## config.mk

```make
export PLATFORM = sky130hd
export DESIGN_NAME = vga_cell_addr_gen
export DESIGN_NICKNAME = d
export VERILOG_FILES = /design/src/rtl/vga_cell_addr_gen.sv
export SDC_FILE = /design/constraint.sdc
export NUM_CORES = 1
export LEC_CHECK = 0
export ABC_AREA = 1
export CAP_MARGIN = 20
export CORE_UTILIZATION = 40
export DETAILED_ROUTE_END_ITERATION = 6
export SLEW_MARGIN = 20
export SYNTH_ARGS = -nofsm -noshare
export SYNTH_HDL_FRONTEND = slang
export SYNTH_SLANG_ARGS = --single-unit
```

## constraint.sdc

```tcl
create_clock -name clk -period 3.3 [get_ports clk]
set_clock_uncertainty 0.15 [all_clocks]
set_input_delay 0.66 -clock clk [delete_from_list [all_inputs] [get_ports clk]]
set_output_delay 0.66 -clock clk [all_outputs]
set_load 0.005 [all_outputs]
```

## src/rtl/vga_cell_addr_gen.sv

```systemverilog
// ============================================================================
// Module  : vga_cell_addr_gen
// Brief   : Raster (x,y) to character-cell address and glyph sub-row/column
//           mapper, 1-cycle registered latency, 1x/2x scaling, wrap at DEPTH.
//           Optional vertical scroll by whole cell rows: VGA_CELL_ADDR_SCROLL_EN
// Revision: 1.0 - initial release
// ============================================================================
`default_nettype none

module vga_cell_addr_gen #(
  parameter int H_START  = 145,
  parameter int H_ACTIVE = 640,
  parameter int V_START  = 35,
  parameter int V_ACTIVE = 480,
  parameter int CELL_W   = 8,
  parameter int CELL_H   = 8,
  parameter int COLS     = 80,
  parameter int DEPTH    = 4800,
  parameter int ADDR_W   = 13
) (
  input  logic              clk,
  input  logic              rst_n,
  input  logic [9:0]        x,
  input  logic [9:0]        y,
  input  logic              scale_2x,
  input  logic [ADDR_W-1:0] base_addr,
`ifdef VGA_CELL_ADDR_SCROLL_EN
  input  logic [6:0]        scroll_rows,
`endif
  output logic [ADDR_W-1:0] addr_out,
  output logic [3:0]        sub_x,
  output logic [3:0]        sub_y,
  output logic              active_out,
  output logic              frame_start
);

  localparam int AW1 = ADDR_W + 1;

  localparam logic [9:0] X_PREP  = 10'(H_START - 1);
  localparam logic [9:0] X_FIRST = 10'(H_START);
  localparam logic [9:0] X_LAST  = 10'(H_START + H_ACTIVE - 1);
  localparam logic [9:0] X_END   = 10'(H_START + H_ACTIVE);
  localparam logic [9:0] Y_FIRST = 10'(V_START);
  localparam logic [9:0] Y_LAST  = 10'(V_START + V_ACTIVE - 1);

  localparam logic [AW1-1:0]    DEPTH_W   = AW1'(DEPTH);
  localparam logic [ADDR_W-1:0] ADDR_LAST = ADDR_W'(DEPTH - 1);

  logic              armed;
  logic              scale_r;
  logic [ADDR_W-1:0] line_base;
  logic [ADDR_W-1:0] cur_addr;
  logic [4:0]        px_cnt;
  logic [4:0]        ln_cnt;

  logic              at_origin;
  logic              x_act;
  logic              y_act;
  logic [4:0]        px_last;
  logic [4:0]        ln_last;
  logic [AW1-1:0]    cols_e;
  logic [AW1-1:0]    row_sum;
  logic [ADDR_W-1:0] next_row_base;
  logic [ADDR_W-1:0] next_cur_addr;
  logic [31:0]       start_sum;
  logic [ADDR_W-1:0] start_base;

  assign at_origin = (x == 10'd0) && (y == 10'd0);
  assign x_act     = (x >= X_FIRST) && (x <= X_LAST);
  assign y_act     = (y >= Y_FIRST) && (y <= Y_LAST);

  assign px_last = scale_r ? 5'(CELL_W * 2 - 1) : 5'(CELL_W - 1);
  assign ln_last = scale_r ? 5'(CELL_H * 2 - 1) : 5'(CELL_H - 1);
  assign cols_e  = scale_r ? AW1'(COLS / 2) : AW1'(COLS);

  // Both operands are already below DEPTH, so a single conditional subtract wraps.
  assign row_sum       = {1'b0, line_base} + cols_e;
  assign next_row_base = (row_sum >= DEPTH_W) ? ADDR_W'(row_sum - DEPTH_W)
                                              : ADDR_W'(row_sum);
  assign next_cur_addr = (cur_addr == ADDR_LAST) ? '0 : cur_addr + 1'b1;

  // Frame-start base uses the incoming scale since it is latched in the same cycle.
`ifdef VGA_CELL_ADDR_SCROLL_EN
  assign start_sum = 32'(base_addr)
                   + 32'(scroll_rows) * (scale_2x ? 32'(COLS / 2) : 32'(COLS));
`else
  assign start_sum = 32'(base_addr);
`endif
  assign start_base = ADDR_W'(start_sum % 32'(DEPTH));

  always_ff @(posedge clk or negedge rst_n) begin
    if (!rst_n) begin
      armed       <= 1'b0;
      scale_r     <= 1'b0;
      line_base   <= '0;
      cur_addr    <= '0;
      px_cnt      <= '0;
      ln_cnt      <= '0;
      addr_out    <= '0;
      sub_x       <= '0;
      sub_y       <= '0;
      active_out  <= 1'b0;
      frame_start <= 1'b0;
    end else begin
      frame_start <= at_origin;

      if (at_origin) begin
        armed     <= 1'b1;
        scale_r   <= scale_2x;
        line_base <= start_base;
        ln_cnt    <= '0;
      end else begin
        if ((x == X_END) && y_act) begin
          if (ln_cnt == ln_last) begin
            ln_cnt    <= '0;
            line_base <= next_row_base;
          end else begin
            ln_cnt <= ln_cnt + 1'b1;
          end
        end

        if (x == X_PREP) begin
          px_cnt   <= '0;
          cur_addr <= line_base;
        end else if (x_act && y_act) begin
          if (px_cnt == px_last) begin
            px_cnt   <= '0;
            cur_addr <= next_cur_addr;
          end else begin
            px_cnt <= px_cnt + 1'b1;
          end
        end
      end

      // Outputs describe the pixel sampled this cycle, before counters advance.
      if (x_act && y_act) begin
        addr_out   <= cur_addr;
        sub_x      <= scale_r ? px_cnt[4:1] : px_cnt[3:0];
        sub_y      <= scale_r ? ln_cnt[4:1] : ln_cnt[3:0];
        active_out <= armed;
      end else begin
        addr_out   <= '0;
        sub_x      <= '0;
        sub_y      <= '0;
        active_out <= 1'b0;
      end
    end
  end

endmodule

`default_nettype wire

```

==> results_dict.tcl, run 1 <==
set metrics [dict create \
    status "finished, final reports clean" \
    clk_pin_slew_worst_paths_ns 0.07 \
    insertion_delay_ns 0.35 \
    cpLargestDelayFamily "simple AND/OR/NAND/NOR gates" \
    h_tree_levels 3 \
    core-area_mm2 0.00920 \
    cts_root_buffer "sky130_fd_sc_hd__clkbuf_8" \
    site_rows 35 \
    cp_data_required_time_ns 3.42 \
    slew-limit-headroom_pct 59.2 \
    grt_overflow_total 0 \
    clock_sinks 61 \
    cp_slowest_cell "sky130_fd_sc_hd__dfrtp_1" \
    setup_viol 0 \
    yosys.cell_count.top_type "sky130_fd_sc_hd__nand2_1" \
    post-synth-top-area-cell "sky130_fd_sc_hd__dfrtp_1" \
    die_height_um 99.4 \
    layoutNonFillerInstCount 700 \
    post_cts.resized_instances 0 \
    worstSetupStartpointType "flop" \
    antenna-diode-count 0 \
    synth.distinct_cells 42 \
    overall_power_after_layout_mw 2.41 \
    fill_cells 891 \
    place_worst_setup_slack_ns 0.446 \
    route.antenna.remaining_nets 0 \
    cell_area_synth_mm2 0.00379 \
    place.detailed.instances 685 \
    crit_top_cell "sky130_fd_sc_hd__nand2_1" \
    cts_buffer_depth 2 \
    grt_pass1_vias 3472 \
    criticalPathCategory "flop to flop" \
    worst_hold_path_type "input pin to async pin" \
    path_max_fanout 8 \
    rsz_0062_raised_after_global_routing "false" \
    cp-end-kind "flop" \
    vias 3510 \
    yosysWarningCount 0 \
    post_synth.cell_area_avg_um2 7.31 \
    area_growth_pct 24.5 \
    hpwl_um 7210 \
    totalNegativeSetupSlack_ns 0 \
    regArea_mm2 0.00153 \
    drt_first_iter_violations 139 \
    largest_net_degree_at_the_start_of_global_routing 29 \
    post-route-period-util_pct 87.0 \
    area_share_of_the_largest_cell_type_after_synthesis_pct 40.2 \
    grt_util_all_layers_pct 20.9 \
    cts_hold_buffers 0 \
    yosys-top-cells-area "sky130_fd_sc_hd__dfrtp_1, sky130_fd_sc_hd__nand2_1, sky130_fd_sc_hd__inv_1" \
    maximum_capacitance_violations 0 \
    leakagePower_nw 2.37 \
    seq_area_frac_synth_pct 40.2 \
    post-route-worst-setup-slack_ns 0.428 \
    wire_length_of_the_first_global_routing_pass_um 16200 \
    drt_first_pass_iters 5 \
    maximum_single_stage_delay_on_the_critical_path_ns 0.45 \
    grt_antenna_before_repair 0 \
    final_max_slew_violation_count 0 \
    post-cts-setup-buffer-count 0 \
    max_fclk_mhz 348 \
    worstPathBufferInverterCount 4 \
    report.final.hold_viol_count 0 \
    detail_route.wirelength_um 9210 \
    ir_drop_mv 0.321 \
    io_pins 59 \
    design.die.area_mm2 0.00988 \
    area_of_the_multi_input_gates_mm2 0.00192 \
    period_minus_slack_ns 2.87 \
    synth-seq-cells 61 \
    tritoncts "yes" \
    syn-instance-count 519 \
    port-buffer-count 58 \
    detail_route.drc_violations 0 \
    worst_slew_pin_slew_ns 0.611 \
    synthFlopType "sky130_fd_sc_hd__dfrtp_1" \
    cts-buffers-inserted 9 \
    nets 630 \
    most_frequent_cells_after_synthesis "sky130_fd_sc_hd__nand2_1, sky130_fd_sc_hd__inv_1, sky130_fd_sc_hd__nor2_1, sky130_fd_sc_hd__dfrtp_1, sky130_fd_sc_hd__nand3_1" \
    synthesis.nets 564 \
    p_per_area_mw_per_mm2 511 \
    post_drt_wl_per_cell_um 13.2 \
    ys_async_sr_fraction_pct 100 \
    floorplan.initialDensity_pct 41.3 \
    gp_congestion 0.889 \
    worst_ep_arrival_time_ns 2.99 \
    routed_via_density 5.01 \
    cp_cell_sequence "ha_1 -> inv_1 -> fa_1 -> inv_1 -> nand3_1 -> nand2_1 -> nand2_1 -> nand2_1 -> ha_1 -> inv_1 -> nand2_1 -> nand2_1 -> inv_1 -> nand2_2 -> nand2_4 -> nand2_1 -> nand2_1 -> nand2_1 -> a21oi_2" \
    post_synth_edffs 0 \
    layout-drive-gt1-share_pct 9.34 \
    dieWidth_um 99.4 \
]
## final timing paths
kind                          from            end  slack [ns]  depth (start not counted)
min in group clk             armed          armed        0.30                          2
max reg2reg                scale_r  line_base[10]        0.43                         19
min reg2reg                  armed          armed        0.30                          2
min                          rst_n       sub_x[1]        0.17                          1
max                        scale_r  line_base[10]        0.43                         19
max in group asynchronous    rst_n   addr_out[10]        2.11                          2
## logic make-up after synthesis
logic type,Yosys count,synth area share [%]
flip-flops,61,40.2
AO/OA/AOI/OAI,83,12.6
AND/OR/NAND/NOR,270,32.7
XOR/XNOR,9,2.08
adder cells (fa/ha/maj),9,3.17
buffers and inverters,87,9.27
## final cells by class
cell class / count / share of cell area, %
multi-input cells: 371 / 40.6
clock buffers: 10 / 2.70
repair buffers: 64 / 13.1
well taps: 111 / 2.94
flip-flops and latches: 61 / 32.3
inverters: 78 / 6.20
clock inverters: 5 / 2.12
## state kept, by name, indices dropped and copies added (netlist names)
signal and count:
px_cnt 5, cur_addr 13, ln_cnt 5, active_out 1, sub_x 4, line_base 13
sub_y 4, armed 1, frame_start 1, addr_out 13, scale_r 1
## layout by cell type, fill, tap and decap left out, types with 2 or more instances in the layout
master	n
sky130_fd_sc_hd__a21oi_1	20
sky130_fd_sc_hd__nand3_2	3
sky130_fd_sc_hd__nand4_1	3
sky130_fd_sc_hd__o22ai_1	2
sky130_fd_sc_hd__nand2_4	3
sky130_fd_sc_hd__or2_1	2
sky130_fd_sc_hd__nor2_4	2
sky130_fd_sc_hd__nor2_1	62
sky130_fd_sc_hd__o21ai_0	29
sky130_fd_sc_hd__buf_4	6
sky130_fd_sc_hd__nand3_1	45
sky130_fd_sc_hd__clkdlybuf4s50_1	57
sky130_fd_sc_hd__or2_4	2
sky130_fd_sc_hd__inv_2	8
sky130_fd_sc_hd__a31oi_1	7
sky130_fd_sc_hd__xor2_1	9
sky130_fd_sc_hd__nand3b_1	2
sky130_fd_sc_hd__nand2_2	5
sky130_fd_sc_hd__clkinv_2	2
sky130_fd_sc_hd__o211ai_1	5
sky130_fd_sc_hd__clkbuf_8	9
sky130_fd_sc_hd__o21ai_1	10
sky130_fd_sc_hd__dfrtp_1	61
sky130_fd_sc_hd__nor4_1	4
sky130_fd_sc_hd__inv_1	69
sky130_fd_sc_hd__nor2_2	4
sky130_fd_sc_hd__bufinv_16	3
sky130_fd_sc_hd__a211oi_1	4
sky130_fd_sc_hd__nand2_1	118
sky130_fd_sc_hd__nor3_1	11
sky130_fd_sc_hd__ha_1	8
## metal layers
| metal | wire length, um | global-route usage, % | vias up | part of all wire (%) |
|---|---|---|---|---|
| met5 | 0 | 0 | - | 0 |
| met4 | 191 | 8.03 | 0 | 2.1 |
| met3 | 391 | 4.01 | 16 | 4.2 |
| met2 | 4290 | 34.0 | 91 | 47 |
| met1 | 4340 | 27.5 | 1593 | 47 |
| li1 | - | - | 1810 | - |
## worst register-to-register path: cells and delay by family (launching register included)
kind / cells / cell delay, ns
AO/OA/AOI/OAI: 1 / 0.13
adder cells (fa/ha/maj): 3 / 0.82
buffers and inverters: 4 / 0.30
flip-flops: 1 / 0.45
AND/OR/NAND/NOR: 11 / 0.93
## through the flow
stage / instance area, um2 / hold slack (ns) / utilization, %
after CTS: 4720 / 0.181 / 51.3
after floorplan: 3790 / 0.214 / -
after global placement: 4490 / 0.286 / 48.9
after global routing: 4720 / 0.212 / 51.3
final: 4720 / 0.171 / 51.3
after detailed placement: 4490 / 0.291 / 48.9
## power by group
part           internal [mW]  switching [mW]  leakage [nW]
Clock                  0.495           0.289         0.116
Sequential             0.894           0.111         0.731
Combinational          0.293           0.331          1.52
Total                   1.68           0.730          2.37
No activity file was read; power rests on OpenSTA's default activity.
==> run 2: changes to the inputs <==
--- a/config.mk
+++ b/config.mk
@@ -9,6 +9,7 @@
 export CAP_MARGIN = 20
 export CORE_UTILIZATION = 40
 export DETAILED_ROUTE_END_ITERATION = 6
+export RECOVER_POWER = 25
 export SLEW_MARGIN = 20
 export SYNTH_ARGS = -nofsm -noshare
 export SYNTH_HDL_FRONTEND = slang
==> run 2 against run 1 <==
Critical path depth is the same. Flip-flop and latch count is the same. Non-clock buffer count unchanged. Via count is 0.14% lower. Final cell count did not move. Combinational power is essentially flat. Register-to-register slack hardly changed. Sequential share of layout area about the same. Worst setup slack worse by 0.0038 ns. Clock-buffer cell count stayed put. Clock power about the same. Highest routed layer unchanged.
==> results_dict.tcl, run 2 (synthesis results as in run 1) <==
set metrics [dict create \
    period_minus_slack_ns 2.88 \
    clk_pin_slew_worst_paths_ns 0.06 \
    reg_top3 "addr_out (13), cur_addr (13), line_base (13)" \
    drt_first_iter_violations 129 \
    route.antenna.remaining_nets 0 \
    tritoncts "yes" \
    ir_drop_mv 0.321 \
    grt_pass1_vias 3472 \
    cp_data_required_time_ns 3.42 \
    report.final.hold_viol_count 0 \
    totalNegativeSetupSlack_ns 0 \
    slew-limit-headroom_pct 2.69 \
    cts-buffers-inserted 9 \
    cp-end-kind "flop" \
    maximum_single_stage_delay_on_the_critical_path_ns 0.45 \
    post-route-period-util_pct 87.1 \
    layout-drive-gt1-share_pct 9.00 \
    worst_hold_path_type "flop to flop" \
    worst_ep_arrival_time_ns 3.00 \
    grt_util_met1_pct 27.5 \
    antenna-diode-count 0 \
    die_height_um 99.4 \
    hpwl_um 7210 \
    wire_length_of_the_first_global_routing_pass_um 16200 \
    core-area_mm2 0.00920 \
    post-route-worst-setup-slack_ns 0.424 \
    dieWidth_um 99.4 \
    leakagePower_nw 2.36 \
    gp_congestion 0.889 \
    detail_route.wirelength_um 9190 \
    grt_overflow_total 0 \
    worstSetupStartpointType "flop" \
    grt_util_all_layers_pct 20.9 \
    cts_hold_buffers 0 \
    io_pins 59 \
    post-cts-setup-buffer-count 0 \
    floorplan.initialDensity_pct 41.3 \
    design.die.area_mm2 0.00988 \
    area_growth_pct 24.3 \
    insertion_delay_ns 0.35 \
    h_tree_levels 3 \
    grt.busiest_layer "met2" \
    p_per_area_mw_per_mm2 511 \
    grt_antenna_before_repair 0 \
    port-buffer-count 58 \
    place_worst_setup_slack_ns 0.446 \
    drt_first_pass_iters 5 \
    cts_buffer_depth 2 \
    worst_slew_pin_slew_ns 1.46 \
    fill_cells 894 \
    finished_core_util_pct 51.3 \
    maximum_capacitance_violations 0 \
    final_max_slew_violation_count 0 \
    criticalPathCategory "flop to flop" \
    worstPathBufferInverterCount 4 \
    routed_via_density 5.01 \
    detail_route.drc_violations 0 \
    post_drt_wl_per_cell_um 13.1 \
    crit_top_cell "sky130_fd_sc_hd__nand2_1" \
    cp_slowest_cell "sky130_fd_sc_hd__dfrtp_1" \
    cts_root_buffer "sky130_fd_sc_hd__clkbuf_8" \
    layout.cells.most_common "sky130_fd_sc_hd__nand2_1" \
    clock_sinks 61 \
    path_max_fanout 8 \
    rsz_0062_raised_after_global_routing "false" \
    layoutNonFillerInstCount 700 \
    vias 3505 \
    max_fclk_mhz 348 \
    nets 630 \
    largest_net_degree_at_the_start_of_global_routing 29 \
    site_rows 35 \
    place.detailed.instances 685 \
    cpLargestDelayFamily "simple AND/OR/NAND/NOR gates" \
    grt_use_met3_pct 4.01 \
    cp_cell_sequence "ha_1 -> inv_1 -> fa_1 -> inv_1 -> nand3_1 -> nand2_1 -> nand2_1 -> nand2_1 -> ha_1 -> inv_1 -> nand2_1 -> nand2_1 -> inv_1 -> nand2_2 -> nand2_4 -> nand2_1 -> nand2_1 -> nand2_1 -> a21oi_2" \
    grt.met2_usage_pct 34.0 \
    mostFrequentLayoutCells "sky130_fd_sc_hd__nand2_1, sky130_fd_sc_hd__inv_1, sky130_fd_sc_hd__nor2_1, sky130_fd_sc_hd__dfrtp_1, sky130_fd_sc_hd__clkdlybuf4s50_1" \
    post_cts.resized_instances 0 \
    setup_viol 0 \
    status "finished, final reports clean" \
]
==> run 2: cell type report <==
| class | instances | area (um2) | area share, % |
|---|---|---|---|
| inverters | 78 | 293 | 6.21 |
| well taps | 111 | 139 | 2.94 |
| clock inverters | 5 | 100 | 2.12 |
| multi-input cells | 371 | 1920 | 40.6 |
| repair buffers | 64 | 616 | 13.1 |
| clock buffers | 10 | 128 | 2.71 |
| flip-flops and latches | 61 | 1530 | 32.4 |
==> run 2: worst min-delay path, stage by stage (launching register included) <==
cell and delay (ns):
sky130_fd_sc_hd__dfrtp_1 0.32, sky130_fd_sc_hd__inv_1 0.04, sky130_fd_sc_hd__nand2_1 0.06
==> run 2: metrics by stage <==
stage                     hold slack (ns)  total power [mW]  instance area (um2)
after floorplan                     0.214              1.39                 3790
after global placement              0.286              1.62                 4490
after detailed placement            0.291              1.64                 4490
after CTS                           0.181              2.43                 4720
after global routing                0.350              2.59                 4720
final                               0.302              2.41                 4720
==> run 2: final timing paths <==
path | startpoint | end | slack [ns] | cells after the start
max in group asynchronous | rst_n | line_base[7] | 1.12 | 2
worst min register to register | armed | armed | 0.30 | 2
worst max-delay path | scale_r | line_base[10] | 0.42 | 19
worst max register to register | scale_r | line_base[10] | 0.42 | 19
min in group asynchronous | rst_n | sub_x[1] | 0.50 | 1
worst min-delay path | armed | armed | 0.30 | 2
==> run 2: layer usage <==
layer	wire, um	share of wire [%]
met4	191	2.1
met3	374	4.1
met5	0	0
met1	4330	47
met2	4300	47
==> run 2: power by group <==
part	internal, mW	switching [mW]	leakage (nW)
combinational	0.293	0.330	1.51
sequential	0.894	0.111	0.731
clock	0.495	0.289	0.116
